==> config.mk <==
export PLATFORM = sky130hd
export DESIGN_NAME = pc_sequencer
export DESIGN_NICKNAME = d
export VERILOG_FILES = /design/src/rtl/pc_sequencer.sv
export SDC_FILE = /design/constraint.sdc
export NUM_CORES = 1
export LEC_CHECK = 0
export CORE_ASPECT_RATIO = 1.1
export CORE_MARGIN = 3
export CORE_UTILIZATION = 50
export CTS_CLUSTER_DIAMETER = 200
export DETAILED_ROUTE_END_ITERATION = 12
export GPL_TIMING_DRIVEN = 0
export PLACE_DENSITY_LB_ADDON = 0.05
export SLEW_MARGIN = 5
export SYNTH_ARGS = -nofsm -noshare
export SYNTH_HDL_FRONTEND = slang
export SYNTH_SLANG_ARGS = --single-unit
==> constraint.sdc <==
create_clock -name clk -period 6.8 [get_ports clk]
set_clock_uncertainty 0.15 [all_clocks]
set_input_delay 1.36 -clock clk [delete_from_list [all_inputs] [get_ports clk]]
set_output_delay 1.36 -clock clk [all_outputs]
set_load 0.1 [all_outputs]
==> src/rtl/pc_sequencer.sv <==
// Program counter owner and fetch sequencer: next-PC arbitration, req/ready fetch handshake, wrong-path flush.
// Optional PC_SEQ_STATS_EN adds a saturating taken-branch counter output TakenCount.
module pc_sequencer #(
    parameter int                ADDR_W      = 32,
    parameter logic [ADDR_W-1:0] RESET_PC    = '0,
    parameter int                INSTR_BYTES = 4
) (
    input  logic              clk,
    input  logic              reset,
    input  logic              ResolveValid,
    input  logic              Branch,
    input  logic              Zero,
    input  logic [ADDR_W-1:0] BranchTarget,
    input  logic              Jump,
    input  logic [ADDR_W-1:0] JumpTarget,
    input  logic              Stall,
    input  logic              IMemReady,
    output logic              PCSrc,
    output logic              IMemReq,
    output logic [ADDR_W-1:0] PC,
    output logic              FetchValid,
`ifdef PC_SEQ_STATS_EN
    output logic              Flush,
    output logic [15:0]       TakenCount
`else
    output logic              Flush
`endif
);

    localparam logic [ADDR_W-1:0] STEP       = ADDR_W'(INSTR_BYTES);
    localparam logic [ADDR_W-1:0] ALIGN_MASK = ~(ADDR_W'(INSTR_BYTES - 1));

    typedef enum logic [1:0] {BOOT, REQ, HOLD} state_t;

    state_t            state, state_nx;
    logic [ADDR_W-1:0] pc_nx, pend_tgt, pend_tgt_nx, target;
    logic              req_nx, fv_nx, fl_nx, pend, pend_nx;
    logic              redirect, handshake;

    assign PCSrc     = ResolveValid && Branch && Zero;
    assign redirect  = ResolveValid && (Jump || (Branch && Zero));
    assign target    = (Jump ? JumpTarget : BranchTarget) & ALIGN_MASK;
    assign handshake = IMemReq && IMemReady;

    always_ff @(posedge clk or posedge reset) begin
        if (reset) begin
            state      <= BOOT;
            PC         <= RESET_PC;
            IMemReq    <= 1'b0;
            FetchValid <= 1'b0;
            Flush      <= 1'b0;
            pend       <= 1'b0;
            pend_tgt   <= '0;
        end else begin
            state      <= state_nx;
            PC         <= pc_nx;
            IMemReq    <= req_nx;
            FetchValid <= fv_nx;
            Flush      <= fl_nx;
            pend       <= pend_nx;
            pend_tgt   <= pend_tgt_nx;
        end
    end

    always_comb begin
        state_nx    = state;
        pc_nx       = PC;
        fv_nx       = 1'b0;
        fl_nx       = 1'b0;
        pend_nx     = pend;
        pend_tgt_nx = pend_tgt;
        case (state)
            BOOT: begin
                state_nx = REQ;
                if (redirect) begin
                    pc_nx = target;
                    fl_nx = 1'b1;
                end
            end
            REQ: begin
                if (handshake) begin
                    // A redirect parked during the wait beats one arriving now: it is older.
                    if (pend)          pc_nx = pend_tgt;
                    else if (redirect) pc_nx = target;
                    else               pc_nx = PC + STEP;
                    fv_nx    = !(pend || redirect);
                    fl_nx    = pend || redirect;
                    pend_nx  = 1'b0;
                    state_nx = Stall ? HOLD : REQ;
                end else if (redirect) begin
                    // PC must stay stable while the request is outstanding, so park the target.
                    pend_nx     = 1'b1;
                    pend_tgt_nx = target;
                end
            end
            HOLD: begin
                if (redirect) begin
                    pc_nx = target;
                    fl_nx = 1'b1;
                end
                if (!Stall) state_nx = REQ;
            end
            default: state_nx = BOOT;
        endcase
        req_nx = (state_nx == REQ);
    end

`ifdef PC_SEQ_STATS_EN
    always_ff @(posedge clk or posedge reset) begin
        if (reset)                              TakenCount <= '0;
        else if (PCSrc && TakenCount != 16'hFFFF) TakenCount <= TakenCount + 16'd1;
    end
`endif

endmodule

; ---- Word level (Yosys, flattened, before mapping)
; Cells that the tools add are included.
[op_classes]
addsub = 1
eq_ne = 5
n_mux = 17
n_reduce_logical = 15
n_bitwise = 1
[op_table]
columns = cell, n
row1 = $mux 32, 5
row2 = $pmux 32 s2, 1
row3 = $add 32x3->32 const B, 1
row4 = $mux 1, 6
row5 = $mux 2, 3
row6 = $pmux 2 s3, 1
row7 = $reduce_and 3->1, 2
row8 = $logic_and 1x1->1, 5
row9 = $eq 2x1->1 const B, 2
row10 = $reduce_bool 2->1, 2
row11 = $eq 2x2->1 const B, 1
row12 = $logic_not 2->1, 1
row13 = $logic_or 1x1->1, 2
row14 = $ne 2x1->1 const B, 1
row15 = $ne 2x2->1 const B, 1
row16 = $pmux 1 s2, 1
row17 = $reduce_and 2->1, 1
row18 = $reduce_or 2->1, 1
row19 = $logic_not 1->1, 1
row20 = $not 1->1, 1
[totals]
out_inout_bits = 36
regBits = 68
inputBits = 72

; ---- Longest topological paths before layout
[depth]
depth_word = 7
ltp_mapped = 8

; ---- Worst setup path before layout
; Ideal clock, no wire load.
[synth_timing]
path_kind = input port to output port
startpoint = input port ResolveValid
endpoint = output port PCSrc
slack_ps = 2984
path_buffers = 1
required_time_ps = 5290
path_stages = 2
arrival_ps = 2306
path_cell_list = buf_2 and3_1
[synth_via]
elab_chain_len = 2
[synth_rtl]
columns = element, line_no
row1 = start: declaration, 10  ; input logic ResolveValid,
row2 = $logic_and 1x1->1 (2 in series), 40  ; assign PCSrc = ResolveValid && Branch && Zero;
row3 = end: declaration, 18  ; output logic PCSrc,
; Every way passes these cells.

; ---- Final worst setup path
[layout_timing]
startpoint = input port Zero
endpoint = output port PCSrc
[layout_via]
elab_chain_len = 1
[layout_rtl]
columns = element, line_no
row1 = start: declaration, 12  ; input logic Zero,
row2 = $logic_and 1x1->1, 40
; Every way passes these cells.

==> results.sh <==
export IMPL_slew_headroom_pct=35.1
export IMPL_hpwl_mm=10.8
export IMPL_tns_ps=0
export IMPL_htreeDepth=3
export IMPL_clkSinkCount=66
export IMPL_pwr_density_cell_nw_per_um2=484
export IMPL_grtUsageTotal_pct=31.2
export IMPL_layout_common_cells="clkdlybuf4s50_1 (99), dfrtp_1 (66), nand2_1 (59)"
export IMPL_syn_inst=478
export IMPL_rows=34
export IMPL_hp_class="reg -> reg"
export IMPL_yosysTopAreaCellShare_pct=38.4
export IMPL_ys_warn_count=0
export IMPL_seqPwrFrac_pct=28.2
export IMPL_wl_per_cell_um=21.3
export IMPL_hold_depth=2
export IMPL_final_max_slew_viol_count=0
export IMPL_syn_area_sq_um=4300
export IMPL_rr_endpoint="PC[25]"
export IMPL_p_comb_share_pct=57.3
export IMPL_r2r_slack_ps=4200
export IMPL_ctsHoldBuffers=0
export IMPL_async_flop_share_pct=100
export IMPL_cap_violations=0
export IMPL_p_int_mw=1.23
export IMPL_netlist_cell_type_count=69
export IMPL_postCtsSetupBuffers=0
export IMPL_worst_ir_drop_vdd_mv=0.363
export IMPL_clockBufferDepth=2
export IMPL_cts_resized=0
export IMPL_hold_end="pend_tgt[16]"
export IMPL_num_io_pins=108
export IMPL_netSwitchingPower_mw=1.52
export IMPL_rsz0062_at_grt="false"
export IMPL_clkTransAtPathRegs_ps=80
export IMPL_mostFrequentLayoutCell="clkdlybuf4s50_1"
export IMPL_gp_congestion=1.01
export IMPL_grt_use_met2_pct=51.3
export IMPL_wirelength_mm=15.0
export IMPL_crit_path_max_fanout=3
export IMPL_use_met3_pct=5.21
export IMPL_swShare_pct=55.3
export IMPL_antenna_cells=0
export IMPL_r2r_cells=6
export IMPL_cts_root_buf="clkbuf_8"
export IMPL_antenna_found_initial=0
export IMPL_final_hold_viol_count=0
export IMPL_final_setup_viol_count=0
export IMPL_syn_avg_cell_area_sq_um=8.99
export IMPL_firstDrtPassIters=7
export IMPL_initial_core_util_pct=52.9
export IMPL_placedInstanceArea_sq_um=5430
export IMPL_drive_above_1_share_pct=10.6
export IMPL_cts_made_buffers=9
export IMPL_synth_area_top_cells="dfrtp_1 (38%), mux2i_1 (6.5%), o21ai_0 (6.4%)"
export IMPL_min_delay_start="pend_tgt[16]"
export IMPL_dr_total_vias=4574
export IMPL_worst_slew_pin_transition_ps=971
export IMPL_nets=662
export IMPL_arrival_ps=3170
export IMPL_fmax_ghz=0.214
export IMPL_drt_iter0_drc=512
export IMPL_insertion_delay_ps=350
export IMPL_grt_max_degree=67
export IMPL_portBuffers=99
export IMPL_fp_dieH_um=103
export IMPL_avgViaCountPerCell=6.52
export IMPL_die_area_sq_um=9740
export IMPL_cp_required_ps=5290
export IMPL_globalRouteMet1Util_pct=40.0
export IMPL_die_w_um=94.4
export IMPL_drc=0
export IMPL_reg2reg_from="state[0]"
export IMPL_critPathKind="in -> out"
export IMPL_design_core_area_sq_um=8130
export IMPL_grt_pass1_wl_mm=22.9
export IMPL_leakage_nw=2.32
export IMPL_fin_crit_sh_pct=68.8
export IMPL_ys_seq_area_share_pct=38.4
export IMPL_clkPwrFrac_pct=14.5
export IMPL_gr_max_usage_layer="met2"
export IMPL_grt_overflow_total=0
export IMPL_synthFlopType="dfrtp_1"
export IMPL_status="complete, no violations"
export IMPL_yosys_area_top_type="dfrtp_1"
export IMPL_fin_crit_ps=4680
export IMPL_design_area_sq_um=5670
export IMPL_synth_edf_count=0
export IMPL_nFillCells=672
export IMPL_end_kind="primary output"
export IMPL_ys_seq_elements=66
export IMPL_cp_start_kind="primary input"
export IMPL_syn2layout_area_growth_pct=31.9
export IMPL_grt_pass1_vias=4382
export IMPL_ant_nets=0
export IMPL_cts_tree="built"
==> worst max-delay path by stage <==
stage | startpoint | to | slack, ps
after detailed placement | Branch | PCSrc | 2120
after CTS | Branch | PCSrc | 2120
after floorplan | ResolveValid | PCSrc | 2980
final | Zero | PCSrc | 2120
after global routing | Branch | PCSrc | 2090
after global placement | Branch | PCSrc | 2140
==> flip-flops by register name, summed over array words and instances (netlist names) <==
register / cells
FetchValid: 1
IMemReq: 1
pend: 1
state: 2
Flush: 1
PC: 30
pend_tgt: 30
==> cell type report <==
type / instances / area [sq um] / share of cell area, %
flip-flops and latches: 66 / 1650 / 29.2
clock buffers: 11 / 151 / 2.67
inverters: 14 / 55.1 / 0.972
well taps: 108 / 135 / 2.39
repair buffers: 99 / 991 / 17.5
plain buffers: 32 / 184 / 3.25
clock inverters: 5 / 85.1 / 1.50
multi-input cells: 367 / 2410 / 42.6
==> cells by family after synthesis <==
logic type / Yosys count / synth area share [%]
AND/OR/NAND/NOR: 166 / 20.8
AO/OA/AOI/OAI: 157 / 25.2
adder cells (fa/ha/maj): 1 / 0.291
buffers and inverters: 46 / 5.50
multiplexers: 36 / 8.62
flip-flops: 66 / 38.4
XOR/XNOR: 5 / 1.02
other: 1 / 0.0873
==> worst max-delay path, cell delays in order <==
cell             delay (ps)
clkdlybuf4s50_1         520
and3_1                  160
clkdlybuf4s50_1        1120
==> cell usage after synthesis, drive strengths merged, types with 3 or more instances <==
cell type,number
nor3,9
nand4,10
o311ai,9
nor2,31
and2,11
a31o,3
a31oi,7
nor4,9
dfrtp,66
o21ai,57
a221oi,9
xor2,5
o32ai,3
a21oi,17
a32o,3
inv,13
nand3,19
o21a,4
o31a,3
and3,6
mux2,8
nand2,62
clkbuf,21
buf,11
a22o,4
a211oi,5
mux2i,28
o31ai,7
a311oi,4
==> power by group through the flow <==
| stage | combinational, mW | clock (mW) | sequential (mW) |
|---|---|---|---|
| floorplan | 0.511 | 0 | 1.38 |
| global placement | 1.54 | 0 | 0.766 |
| detailed placement | 1.56 | 0 | 0.771 |
| global route | 1.66 | 0.413 | 0.793 |
| CTS | 1.56 | 0.398 | 0.764 |
| finish | 1.57 | 0.398 | 0.772 |
==> per-layer routing <==
layer,vias to the layer above,wire length (um),part of all wire (%)
met3,44,1390,9.3
met2,284,7140,48
met5,-,0,0
li1,2020,-,-
met1,2226,5910,39
met4,0,535,3.6
==> stage by stage <==
step | hold slack (ps) | cells | total power [mW] | setup slack, ps | utilization, %
after floorplan | 294 | 479 | 1.89 | 2980 | -
after global placement | 314 | 686 | 2.30 | 2140 | 66.8
after detailed placement | 321 | 686 | 2.33 | 2120 | 66.8
after CTS | 338 | 702 | 2.73 | 2120 | 69.7
after global routing | 350 | 702 | 2.86 | 2090 | 69.7
final | 336 | 702 | 2.74 | 2120 | 69.7
(Power assumes the default switching activity.)
